<file path="src/rtl/branch_resolve_ctrl.sv">
// Gshare branch predictor sequencer: forms the table index and issues predictions.
// It also tracks in-flight branches and writes back counters on resolution, with flush and GHR repair.
module branch_resolve_ctrl #(
  parameter int DEPTH  = 4,
  parameter int HIST_W = 8,
  parameter int PC_W   = 8
) (
  input  logic                      clk,
  input  logic                      rst,
  input  logic                      request,
  input  logic [PC_W-1:0]           pc,
  output logic                      req_ready,
  output logic                      pred_valid,
  output logic                      prediction,
  input  logic                      result,
  input  logic                      taken,
  output logic                      mispredict,
  output logic [HIST_W-1:0]         tbl_rd_idx,
  input  logic [1:0]                tbl_rd_data,
  output logic                      tbl_wr_en,
  output logic [HIST_W-1:0]         tbl_wr_idx,
  output logic [1:0]                tbl_wr_data,
  output logic [HIST_W-1:0]         ghr,
  output logic [$clog2(DEPTH):0]    inflight,
  output logic                      underflow
);

  localparam int PW = $clog2(DEPTH);
  localparam int CW = PW + 1;
  localparam logic [CW-1:0] FULL = CW'(DEPTH);

  logic [HIST_W-1:0] r_fifo_idx  [DEPTH];
  logic [1:0]        r_fifo_ctr  [DEPTH];
  logic [HIST_W-2:0] r_fifo_hist [DEPTH];
  logic [PW-1:0]     r_wr_ptr, r_rd_ptr;
  logic [CW-1:0]     r_count;
  logic [HIST_W-1:0] r_ghr;
  logic              r_pred_valid, r_prediction, r_mispredict, r_underflow;
  logic              r_wr_en;
  logic [HIST_W-1:0] r_wr_idx;
  logic [1:0]        r_wr_data;

  logic [HIST_W-1:0] w_rd_idx;
  logic              w_ready;
  logic [1:0]        w_eff_ctr;
  logic [1:0]        w_head_ctr;
  logic [HIST_W-1:0] w_head_idx;
  logic [HIST_W-2:0] w_head_hist;
  logic              w_resolve, w_mis, w_push;
  logic [1:0]        w_upd_ctr;

  if (PC_W > HIST_W) begin : g_pc_hi
    logic w_unused_pc_hi;
    assign w_unused_pc_hi = ^pc[PC_W-1:HIST_W];
  end

  assign w_rd_idx    = pc[HIST_W-1:0] ^ r_ghr;
  assign w_ready     = (r_count != FULL);
  // A write landing this cycle on the index being looked up supersedes the stale table data.
  assign w_eff_ctr   = (r_wr_en && (r_wr_idx == w_rd_idx)) ? r_wr_data : tbl_rd_data;
  assign w_head_ctr  = r_fifo_ctr[r_rd_ptr];
  assign w_head_idx  = r_fifo_idx[r_rd_ptr];
  assign w_head_hist = r_fifo_hist[r_rd_ptr];
  assign w_resolve   = result && (r_count != '0);
  assign w_mis       = w_resolve && (taken != w_head_ctr[1]);
  assign w_push      = request && w_ready && !w_mis;

  always_comb begin
    w_upd_ctr = w_head_ctr;
    if (taken) begin
      if (w_head_ctr != 2'd3) w_upd_ctr = w_head_ctr + 2'd1;
    end else begin
      if (w_head_ctr != 2'd0) w_upd_ctr = w_head_ctr - 2'd1;
    end
  end

  always_ff @(posedge clk) begin
    if (w_push) begin
      r_fifo_idx[r_wr_ptr]  <= w_rd_idx;
      r_fifo_ctr[r_wr_ptr]  <= w_eff_ctr;
      r_fifo_hist[r_wr_ptr] <= r_ghr[HIST_W-2:0];
    end
  end

  always_ff @(posedge clk or posedge rst) begin
    if (rst) begin
      r_wr_ptr     <= '0;
      r_rd_ptr     <= '0;
      r_count      <= '0;
      r_ghr        <= '0;
      r_pred_valid <= 1'b0;
      r_prediction <= 1'b0;
      r_mispredict <= 1'b0;
      r_underflow  <= 1'b0;
      r_wr_en      <= 1'b0;
      r_wr_idx     <= '0;
      r_wr_data    <= '0;
    end else begin
      r_pred_valid <= w_push;
      r_prediction <= w_push ? w_eff_ctr[1] : 1'b0;
      r_mispredict <= w_mis;
      r_wr_en      <= w_resolve;
      if (w_resolve) begin
        r_wr_idx  <= w_head_idx;
        r_wr_data <= w_upd_ctr;
      end
      if (result && (r_count == '0)) r_underflow <= 1'b1;

      // A mispredict squashes every entry, so both pointers simply restart from zero.
      if (w_mis) begin
        r_ghr    <= {w_head_hist, taken};
        r_wr_ptr <= '0;
        r_rd_ptr <= '0;
        r_count  <= '0;
      end else begin
        if (w_push) begin
          r_ghr    <= {r_ghr[HIST_W-2:0], w_eff_ctr[1]};
          r_wr_ptr <= r_wr_ptr + 1'b1;
        end
        if (w_resolve) r_rd_ptr <= r_rd_ptr + 1'b1;
        if (w_push && !w_resolve)      r_count <= r_count + 1'b1;
        else if (!w_push && w_resolve) r_count <= r_count - 1'b1;
      end
    end
  end

  assign req_ready   = w_ready;
  assign tbl_rd_idx  = w_rd_idx;
  assign pred_valid  = r_pred_valid;
  assign prediction  = r_prediction;
  assign mispredict  = r_mispredict;
  assign tbl_wr_en   = r_wr_en;
  assign tbl_wr_idx  = r_wr_idx;
  assign tbl_wr_data = r_wr_data;
  assign ghr         = r_ghr;
  assign inflight    = r_count;
  assign underflow   = r_underflow;

endmodule
</file>
<file path="config.mk">
export PLATFORM = sky130hd
export DESIGN_NAME = branch_resolve_ctrl
export DESIGN_NICKNAME = d
export VERILOG_FILES = /design/src/rtl/branch_resolve_ctrl.sv
export SDC_FILE = /design/constraint.sdc
export NUM_CORES = 1
export LEC_CHECK = 0
export ABC_AREA = 1
export BUFFER_PORTS_ARGS = -buffer_cell sky130_fd_sc_hd__buf_2
export CAP_MARGIN = 10
export CELL_PAD_IN_SITES_DETAIL_PLACEMENT = 0
export CELL_PAD_IN_SITES_GLOBAL_PLACEMENT = 1
export CORE_ASPECT_RATIO = 1.2
export CORE_MARGIN = 2
export CORE_UTILIZATION = 41
export DETAILED_ROUTE_END_ITERATION = 7
export PLACE_DENSITY = 0.87
export SETUP_SLACK_MARGIN = 0.15
export SLEW_MARGIN = 5
export SYNTH_ARGS = -nofsm -noshare
export SYNTH_HDL_FRONTEND = slang
export SYNTH_SLANG_ARGS = --single-unit
</file>
<file path="constraint.sdc">
create_clock -name clk -period 2.4 [get_ports clk]
set_input_delay 0.48 -clock clk [delete_from_list [all_inputs] [get_ports clk]]
set_output_delay 0.48 -clock clk [all_outputs]
set_load 0.005 [all_outputs]
</file>
# == After elaboration in Yosys (flattened, before gate mapping) ==
# Memory sizes are Yosys's and may differ from the RTL's. A register that Yosys moved wholly into a read port is not among the register bits.
# Index checks and enable logic that the tools add are counted.
# totals
regBits,22
ramBits,68
input_bits,15
out_inout_bits,35
mem_count,3
# memory_table
memory,depth,width,read_ports,rd_clocked_by_memory_dff,wr,line,rtl
r_fifo_idx,4,8,1,1,1,32,logic [HIST_W-1:0] r_fifo_idx [DEPTH];
r_fifo_hist,4,7,1,0,1,34,logic [HIST_W-2:0] r_fifo_hist [DEPTH];
r_fifo_ctr,4,2,1,0,1,33,logic [1:0] r_fifo_ctr [DEPTH];
# classes
addsub,6
eq_ne,4
mux,16
n_bitwise,1
reduce_logical,17
# ops
cell,count
two-way mux 2 bit,8
two-way mux 8 bit,2
two-way mux 3 bit,3
equality test 8 bit,1
logical AND 1 bit,8
bitwise XOR 8 bit,1
"adder 2 x 1 -> 2 bit, second input constant",3
nonzero test 2 bit,3
nonzero test 3 bit,2
"adder 3 x 1 -> 3 bit, second input constant",1
zero test 1 bit,3
zero test 3 bit,1
two-way mux 1 bit,3
"!= test 3 bit, second input constant",1
"subtractor 3 x 1 -> 3 bit, second input constant",1
"!= test 2 bit, second input constant",1
"subtractor 2 x 1 -> 2 bit, second input constant",1
!= test 1 bit,1

# == Depth between registers and ports, before layout ==
# Gate-level depths: netlist of the first run.
# logic_depth
depth_word,10
mapped_depth,16
ltp_nobuf,15

# == Worst setup path after synthesis of the first run ==
# OpenSTA, ideal clock, no wires.
# synth_path
path_type,register -> register
from,register r_rd_ptr[0]
to,register r_count[2] (netlist: inflight[2])
setup_time_ps,114
arrival_time_ps,2324
required_ps,2286
setup_slack_ps,-38
stages_incl_launch_ff,17
period_less_slack_ps,2438
path_cell_list,dfrtp_1 -> inv_2 -> buf_6 -> nand2_1 -> nand3_2 -> nand2_1 -> nand2_2 -> nand3_4 -> nand2_4 -> inv_4 -> ha_1 -> fa_1 -> a21oi_1 -> o21ai_0 -> or2_2 -> nand3_1 -> inv_1
# synth_between
elab_chain_cells,8
elab_cells_between_ends,11
classes_between,eq/ne: 1; mux: 2; reduce/logical: 7; memory: 1
# synth_rtl
element,line,rtl
from (decl),35,"logic [PW-1:0] r_wr_ptr, r_rd_ptr;"
from (signal assigned),120,if (w_resolve) r_rd_ptr <= r_rd_ptr + 1'b1;
memory read (4 x 2 bit) *,n/a,
!= test 1 bit *,65,assign w_mis = w_resolve && (taken != w_head_ctr[1]);
logical AND 1 bit *,65,
zero test 1 bit *,66,assign w_push = request && w_ready && !w_mis;
logical AND 1 bit *,66,
via w_push,49,"logic w_resolve, w_mis, w_push;"
logical AND 1 bit or zero test 1 bit (tied branches),"121, 122",
two-way mux 3 bit or logical AND 1 bit (tied branches),"121, 122",
two-way mux 3 bit or nonzero test 3 bit (tied branches),n/a,
to (signal assigned),121,if (w_push && !w_resolve) r_count <= r_count + 1'b1;
to (signal assigned),122,else if (!w_push && w_resolve) r_count <= r_count - 1'b1;
to (decl),36,logic [CW-1:0] r_count;
# Mark *: on every way through the listed nets, which the timed path passes. The rest lies on a longest branch.
# A chain may end at the register's enable or synchronous reset.

# == Worst setup path after layout of the first run ==
# Ends and elaborated chain as after synthesis.

==> results of run 1 <==
==> sequential cells by signal, summed over array words and instances (netlist names), 2 cells and up <==
name / flops
r_fifo_idx: 32
r_fifo_hist: 28
ghr: 8
r_fifo_ctr: 8
tbl_wr_idx: 8
inflight: 3
r_rd_ptr: 2
r_wr_ptr: 2
tbl_wr_data: 2
==> timing repair <==
item | CTS | global route
setup endpoints to repair | 1 | 9
gates cloned | 0 | 0
resized for setup | 6 | 12
setup buffers | 5 | 4
pin swaps | 6 | 6
==> cells in the final DEF, fill, tap and decap left out, types with 5 or more instances in the layout <==
cell / n
o22ai_1: 10
o21ai_0: 38
a21oi_1: 8
o211ai_1: 8
inv_2: 5
nand2_1: 100
inv_1: 59
clkbuf_16: 9
edfxtp_1: 68
nand3_1: 34
nor2_1: 33
buf_2: 49
buf_4: 30
dfrtp_1: 28
==> stage by stage <==
step	setup WS (ns)	power (uW)	util [%]	area, um^2	std cells
global route	0.07103	7562	50.92	5329	648
detailed placement	0.02252	5364	46.70	4887	623
finish	0.1679	7050	50.92	5329	648
global placement	0.1465	5255	46.70	4887	623
floorplan	0.03052	4314	-	4377	436
CTS	0.1599	6988	50.31	5265	644
==> power breakdown <==
group	switching, uW	leakage (uW)	internal (uW)	total, uW
Combinational	1730	0.00126	1040	2780
Sequential	334	0.000990	2410	2750
Clock	588	0.000156	937	1530
==> path summary, 6_finish.rpt <==
kind                               end  slack, ns  cells after the start
max in group asynchronous  r_rd_ptr[0]       1.83                      3
min                        inflight[0]       0.23                      3
min reg2reg                  underflow       0.48                      1
max                        inflight[2]       0.17                     15
max reg2reg                inflight[2]       0.17                     15
min in group clk             underflow       0.43                      2
==> worst register-to-register path, stage by stage, from the launching register on <==
cell and delay, ns:
dfrtp_2 0.46, inv_4 0.09, nand2_2 0.05, nand3_2 0.08, nand2_2 0.06, nand2_2 0.09, nand3_4 0.08, nand2_4 0.10
inv_8 0.04, ha_4 0.15, fa_2 0.36, a21oi_2 0.16, o21ai_2 0.08, or2_4 0.23, nand3_2 0.07, inv_2 0.03
==> cell type report <==
| type | instances | share of cell area, % |
|---|---|---|
| Timing Repair Buffer | 79 | 8.828 |
| Inverter | 66 | 4.837 |
| Tap cell | 129 | 3.029 |
| Sequential cell | 98 | 52.45 |
| Clock inverter | 5 | 1.456 |
| Multi-Input combinational cell | 260 | 24.84 |
| Clock buffer | 11 | 4.555 |
==> cells by family (layout without fill, tap and decap cells) <==
kind of cell,count (synthesis),after routing
adders and majority gates,6,6
and+or+nand+nor,182,182
buffers and inverters,78,161
xor gates and xnor gates,2,2
DFF,98,98
AOI/OAI and AO/OA,70,70
==> metal layers <==
layer / up-vias / wire length (um) / share of wire, %
met5: - / 0 / 0
met4: 0 / 456 / 4.2
met2: 119 / 5372 / 50
met3: 32 / 743 / 6.9
li1: 1599 / - / -
met1: 1576 / 4222 / 39
==> flow_summary.ini, run 1 <==
[synth]
synth_nets = 457
async_flop_share_pct = 30.61
synth_compound_area_share_pct = 8.893
synth-xor-area-share_pct = 0.4016
yosys.area_share.adder_pct = 1.893
synth-simple-area-share_pct = 17.81
yosys-top-cells-count = 103 x nand2_1, 68 x edfxtp_1, 60 x inv_1
yosysMostFrequentCell = nand2_1
yosysTopAreaCellShare_pct = 46.82
synth.area.mux_share_pct = 0
synth_ff_type = edfxtp_1
synth_top_family_by_area = simple AND/OR/NAND/NOR gates
netlist_instances = 436
synthDistinctLibCells = 28
yosysTopAreaCell = edfxtp_1
yosysSeqAreaShare_pct = 64.03
ys_ff_latch = 98
synth_area_leaders = edfxtp_1 47%, dfrtp_1 17%, nand2_1 8.9%, inv_1 5.2%, o21ai_0 4.6%
synth_edf_count = 68
syn-cell-area_um2 = 4362
yosys_warnings = 0
syn_avg_cell_area_um2 = 10.00

[floorplanning]
ios = 50
die_area_um2 = 11480
die_y_um = 117.0
die_width_um = 98.16
start_util_pct = 41.68
coreArea_um2 = 10470
rows = 41

[cells_and_area]
fin_nets = 535
fillers = 942
area_growth_pct = 22.17
register_area_um2 = 2795
diodes = 0
multi_input_area_um2 = 1324
layout-drive-gt1-share_pct = 23.31

[drt]
ant_nets = 0
vias = 3326
post_drt_wl_per_cell_um = 16.66
drt-pass1-iter-count = 4
viasPerCell = 5.133
drt-initial-drc-count = 214
drc = 0
routed_wirelength_um = 10790

[sta]
fmax_ghz = 0.4480
setup_viol = 0
min_period_ns = 2.232
grt_setup_unrepaired = yes
hold_ws_ns = 0.2263
drv_slew = 0
hold_viol = 0
setup_tns_ns = 0
maxSlewHeadroom_pct = 69.74
worst_pin_slew_ns = 0.4539
finClkSkew_ns = 0.005064
fin_crit_sh_pct = 93.01

[clocking]
clockRootBuffer = clkbuf_16
cts_tree = done
numCtsBuffers = 9
cts_buffer_depth = 2
postCtsHoldBufs = 0
htree_levels = 3
clk_pin_slew_ns = 0.06
cts_sinks = 98
clock_latency_ns = 0.34

[global_route]
grt.overflow.total = 0
grt_max_degree = 32
grt_usage_pct = 19.64
gr-usage-met1_pct = 23.25
grt_pass1_vias = 3374
grt.busiest_layer = met2
antenna_found_initial = 0
met3_usage_pct = 4.157
grt_pass1_wl_um = 16950
gr-usage-met2_pct = 33.97

[run_status]
status = complete, no violations

[critical_path]
startpoint_type = register
crit_path_cell_trace = inv_4, nand2_2, nand3_2, nand2_2, nand2_2, nand3_4, nand2_4, inv_8, ha_4, fa_2, a21oi_2, o21ai_2, or2_4, nand3_2, inv_2
crit_start = r_rd_ptr[0]
worst-path-buf-inv = 3
critPathMaxFanout = 5
path_common_cell = nand2_2
worst_path_largest_cell_delay_ns = 0.46
crit_arrival_ns = 2.47
cp.required_ns = 2.64
crit_type = reg -> reg
crit_family = simple AND/OR/NAND/NOR gates
cpMaxStageDelayCell = dfrtp_2
r2r_start = r_rd_ptr[0]
end_kind = register

[flow_run]
drv_cap = 0

[placed_design]
post-dp-hpwl_um = 7402
gp_congestion = 0.8058
port-buffer-count = 49

[power_and_ir_drop]
power_density_nw_per_um2 = 1323
ir_drop_uv = 597.3
power_leakage_uw = 0.002409

[worst_hold_path]
hold_class = in -> async
Note: power is estimated with default switching activity, not from simulation.
==> run 2: changes to the inputs <==
- CORE_UTILIZATION: 41 -> 45
- PLACE_DENSITY: 0.87 -> 0.9
- REMOVE_ABC_BUFFERS: default -> 1
- clock period: 2.4 -> 2.5 ns (I/O delays scaled with it)
==> run 2 against run 1 <==
Effect of this change:
- via count down 0.12%
- sequential power is 5% lower
- largest power group is now registers
- design area is 1.5% lower
- global-route usage grew 0.95 points
- clock skew rose by 0.0014 ns
- die area is 8.6% lower
- setup slack better by 0.034 ns
==> flow_summary.ini, run 2 (synthesis gave the netlist of run 1 again) <==
[floorplanning]
coreArea_um2 = 9467
die_area_um2 = 10500
die_y_um = 111.9
rows = 39
start_util_pct = 46.07
die_width_um = 93.88
ios = 50

[drt]
drt-initial-drc-count = 301
drt-pass1-iter-count = 5
ant_nets = 0
post_drt_wl_per_cell_um = 16.10
viasPerCell = 5.215
drc = 0
routed_wirelength_um = 10250
vias = 3322

[power_and_ir_drop]
switching_share_pct = 37.78
power_leakage_uw = 0.002374
netSwitchingPower_uw = 2524
power_density_nw_per_um2 = 1273
clockPowerShare_pct = 22.9
seq_power_share_pct = 39.3
internal-power_uw = 4156
power.total_uw = 6680
ir_drop_uv = 621.4
combPwrFrac_pct = 37.8

[clocking]
clk_pin_slew_ns = 0.07
htree_levels = 3
clock_latency_ns = 0.35
numCtsBuffers = 9
cts_buffer_depth = 2
cts_sinks = 98
clockRootBuffer = clkbuf_16
cts_tree = done

[cells_and_area]
fin_nets = 530
final_core_util_pct = 55.45
diodes = 0
largestRegisters = r_fifo_idx: 32 flops, r_fifo_hist: 28 flops
fillers = 833
area_growth_pct = 20.34
final_cell_mix = 103 x nand2_1, 68 x edfxtp_1, 60 x inv_1
layout_commonest_cell = nand2_1
layout-drive-gt1-share_pct = 21.40
regMostFlops = r_fifo_idx
fin_area_um2 = 5249
largest_register_ffs = 32

[sta]
finClkSkew_ns = 0.006415
maxSlewHeadroom_pct = 66.22
fmax_ghz = 0.4351
grt_setup_unrepaired = yes
setup_ws_ns = 0.2018
hold_ws_ns = 0.2357
setup_viol = 0
min_period_ns = 2.298
worst_pin_slew_ns = 0.5048
fin_crit_sh_pct = 91.93
hold_viol = 0
drv_slew = 0

[run_status]
status = complete, no violations

[critical_path]
crit_type = reg -> reg
end_kind = register
critPathMaxFanout = 5
crit_arrival_ns = 2.54
cp.required_ns = 2.75
reg2reg_to = inflight[2]
startpoint_type = register
r2r_start = r_rd_ptr[0]
rr_worst_depth = 15
r2r_setup_slack_ns = 0.20

[global_route]
antenna_found_initial = 0
grt_max_degree = 32
grt_usage_pct = 20.59
grt.overflow.total = 0
grt_pass1_wl_um = 16140
grt_pass1_vias = 3234

[placed_design]
post-dp-hpwl_um = 6997
gp_congestion = 0.8552
port-buffer-count = 49
place_area_um2 = 4865
preCtsSetupSlack_ns = 0.1017

[flow_run]
drv_cap = 0

[worst_hold_path]
hold_class = in -> async
-- run 2: changes by cell type in the layout (fill, tap and decap cells not counted), moves of 2 or more --
| cell | change |
|---|---|
| buf_4 | -5 |
| nand2_1 | +3 |
| clkinv_2 | -2 |
| nand2_2 | -2 |
| o21ai_2 | -2 |
-- run 2: repair_timing --
item                       CTS  global route
resized for setup            3             4
hold endpoints to repair     0             0
pin swaps                    0             1
setup endpoints to repair    1             9
hold buffers                 0             0
buffers inserted             2             2
cloned                       0             0
-- run 2: layout make-up --
cell class	count	area (um^2)	share of cell area (%)
Clock buffer	10	239.0	4.553
Sequential cell	98	2794	53.23
Clock inverter	6	97.59	1.859
Timing Repair Buffer	74	432.9	8.248
Tap cell	123	153.9	2.932
Inverter	66	250.2	4.768
Multi-Input combinational cell	260	1281	24.41
-- run 2: stage by stage --
step                      setup TNS [ns]  instances
after global placement                 0        617
after CTS                              0        635
after floorplan                   -30.01        424
after detailed placement               0        617
after global routing                   0        637
final                                  0        637
-- run 2: power by group through the flow --
stage	logic [uW]	clock network (uW)	registers, uW
3_5_place_dp	2450	0	2660
4_1_cts	2500	1550	2620
6_report	2530	1530	2620
2_1_floorplan	1400	0	2650
3_3_place_gp	2410	0	2630
5_1_grt	2850	1610	2680
-- run 2: per-layer routing --
| metal | share of wire, % | GRT usage, % | up-vias |
|---|---|---|---|
| li1 | - | - | 1600 |
| met1 | 42 | 25.74 | 1600 |
| met2 | 50 | 34.19 | 101 |
| met3 | 5.6 | 4.601 | 21 |
| met4 | 2.6 | 8.986 | 0 |
| met5 | 0 | 0 | - |
-- run 2: how the worst max path moves through the flow --
stage                  endpoint  cells past startpoint  slack (ns)         from
floorplan           inflight[2]                     14       -0.64  r_rd_ptr[0]
global placement    inflight[2]                     13        0.16       result
detailed placement  inflight[2]                     14        0.10  r_rd_ptr[1]
CTS                 inflight[2]                     15        0.15  r_rd_ptr[0]
global route        inflight[2]                     15         0.1  r_rd_ptr[0]
finish              inflight[2]                     15        0.20  r_rd_ptr[0]
-- run 2: worst max-delay path, cell delays in order (launching register included) --
cell and delay, ns:
dfrtp_1 0.43, inv_2 0.10, nand2_1 0.06, nand3_2 0.08, nand2_1 0.07, nand2_2 0.11, nand3_4 0.08, nand2_4 0.07
inv_4 0.03, ha_2 0.18, fa_2 0.35, a21oi_2 0.13, o21ai_1 0.09, or2_2 0.28, nand3_1 0.08, inv_1 0.04
==> run 3: changes to the inputs <==
- CELL_PAD_IN_SITES_DETAIL_PLACEMENT: 0 -> default
- CELL_PAD_IN_SITES_GLOBAL_PLACEMENT: 1 -> default
- CORE_UTILIZATION: 45 -> 55
- PLACE_DENSITY: 0.9 -> 0.87
==> run 3 against run 2 <==
Effect of this change:
- largest cell class unchanged
- first-iteration DRC count increased by 40%
- largest power group is now combinational cells
- count of clock-buffer cells in the layout up 2
- highest routed layer unchanged
- design area fell by 2.7%
- fmax shrank 0.44%
==> flow_summary.ini, run 3 (synthesis gave the netlist of run 1 again) <==
[floorplanning]
die_y_um = 101.6
die_width_um = 85.30
coreArea_um2 = 7707
rows = 35
ios = 50
start_util_pct = 56.59
die_area_um2 = 8662

[sta]
hold_ws_ns = 0.2184
setup_viol = 0
finClkSkew_ns = 0.01369
hold_viol = 0
drv_slew = 0
setup_ws_ns = 0.1917
min_period_ns = 2.308
grt_setup_unrepaired = no
fin_crit_sh_pct = 92.33
worst_pin_slew_ns = 0.4972
fmax_ghz = 0.4332
maxSlewHeadroom_pct = 66.50

[cells_and_area]
layout-drive-gt1-share_pct = 21.36
area_growth_pct = 17.04
layout_commonest_cell = nand2_1
largestRegisters = r_fifo_idx: 32 flops, r_fifo_hist: 28 flops
final_cell_mix = 102 x nand2_1, 68 x edfxtp_1, 60 x inv_1
diodes = 0
largest_register_ffs = 32
instances_no_fill = 607
fin_nets = 531
regMostFlops = r_fifo_idx
fillers = 547

[global_route]
grt_max_degree = 31
grt.overflow.total = 0
grt_pass1_vias = 3426
grt_pass1_wl_um = 16580
grt_usage_pct = 25.78
antenna_found_initial = 0

[drt]
ant_nets = 0
viasPerCell = 5.751
routed_wirelength_um = 11000
drt-initial-drc-count = 420
drt-pass1-iter-count = 5
vias = 3491
post_drt_wl_per_cell_um = 18.13
drc = 0

[critical_path]
cpMaxStageDelayCell = dfrtp_1
crit_path_cell_trace = inv_2, nand2_1, nand3_2, nand2_2, nand2_4, nand3_4, nand2_4, inv_4, ha_4, fa_2, a21oi_2, o21ai_2, or2_2, nand3_1, inv_1
crit_family = simple AND/OR/NAND/NOR gates
crit_arrival_ns = 2.59
critPathMaxFanout = 4
cp.required_ns = 2.78
crit_type = reg -> reg
end_kind = register
startpoint_type = register
path_common_cell = nand2_4
worst_path_largest_cell_delay_ns = 0.44
worst-path-buf-inv = 3

[flow_run]
drv_cap = 0

[clocking]
postCtsHoldBufs = 0
clockRootBuffer = clkbuf_8
cts_tree = done
numCtsBuffers = 9
clock_latency_ns = 0.38
htree_levels = 3
clk_pin_slew_ns = 0.10
cts_buffer_depth = 2
cts_sinks = 98

[placed_design]
gp_congestion = 0.8243
place_inst = 584
post-dp-hpwl_um = 7194
port-buffer-count = 49
preCtsSetupSlack_ns = -0.009863

[run_status]
status = complete, no violations

[power_and_ir_drop]
power_leakage_uw = 0.002331
ir_drop_uv = 811.4
power.total_uw = 6339
power_density_nw_per_um2 = 1242

[worst_hold_path]
hold_class = in -> async
run 3: path summary, 6_finish.rpt:
check / startpoint / to / slack, ns / cells past startpoint
worst max-delay path: r_rd_ptr[0] / inflight[2] / 0.19 / 15
worst min-delay path: rst / mispredict / 0.22 / 3
worst max register to register: r_rd_ptr[0] / inflight[2] / 0.19 / 15
worst min register to register: underflow / underflow / 0.48 / 1
max in group asynchronous: rst / ghr[7] / 1.96 / 3
min in group clk: result / underflow / 0.41 / 2
run 3: area by class of cell:
| type | count | area (um^2) | share of cell area [%] |
|---|---|---|---|
| multi-input combinational | 260 | 1300 | 25.47 |
| timing repair buffer | 75 | 440.4 | 8.627 |
| tap | 92 | 115.1 | 2.255 |
| inverter | 66 | 250.2 | 4.902 |
| sequential | 98 | 2793 | 54.71 |
| clock buffer | 12 | 155.1 | 3.039 |
| clock inverter | 4 | 51.30 | 1.005 |
run 3: worst min-delay path, stage by stage:
cell and delay, ns:
buf_2 0.10, inv_1 0.05, buf_4 0.39
run 3: what timing repair did:
item,CTS,global route
setup endpoints to repair,1,1
setup buffers,2,5
endpoints found under the hold margin,0,0
gates resized for setup,4,5
cloned,0,0
pin swaps,1,4
run 3: through the flow:
| stage | area, um^2 | utilization, % | setup TNS, ns |
|---|---|---|---|
| 2_1_floorplan | 4308 | - | -30.01 |
| 3_3_place_gp | 4811 | 62.42 | 0 |
| 3_5_place_dp | 4811 | 62.42 | -0.009863 |
| 4_1_cts | 5041 | 65.41 | 0 |
| 5_1_grt | 5105 | 66.23 | 0 |
| 6_report | 5105 | 66.23 | 0 |
run 3: per-layer routing:
metal	wire length, um	part of all wire [%]	up-vias	track usage (%)
li1	-	-	1597	-
met1	3873	35	1654	30.94
met2	5633	51	202	43.69
met3	1102	10	38	5.216
met4	393	3.6	0	14.41
met5	0	0	-	0
run 3: power by group:
group / leakage [uW] / switching (uW) / internal (uW)
clock network: 0.000103 / 544 / 518
logic: 0.00124 / 1690 / 957
registers: 0.000992 / 315 / 2310
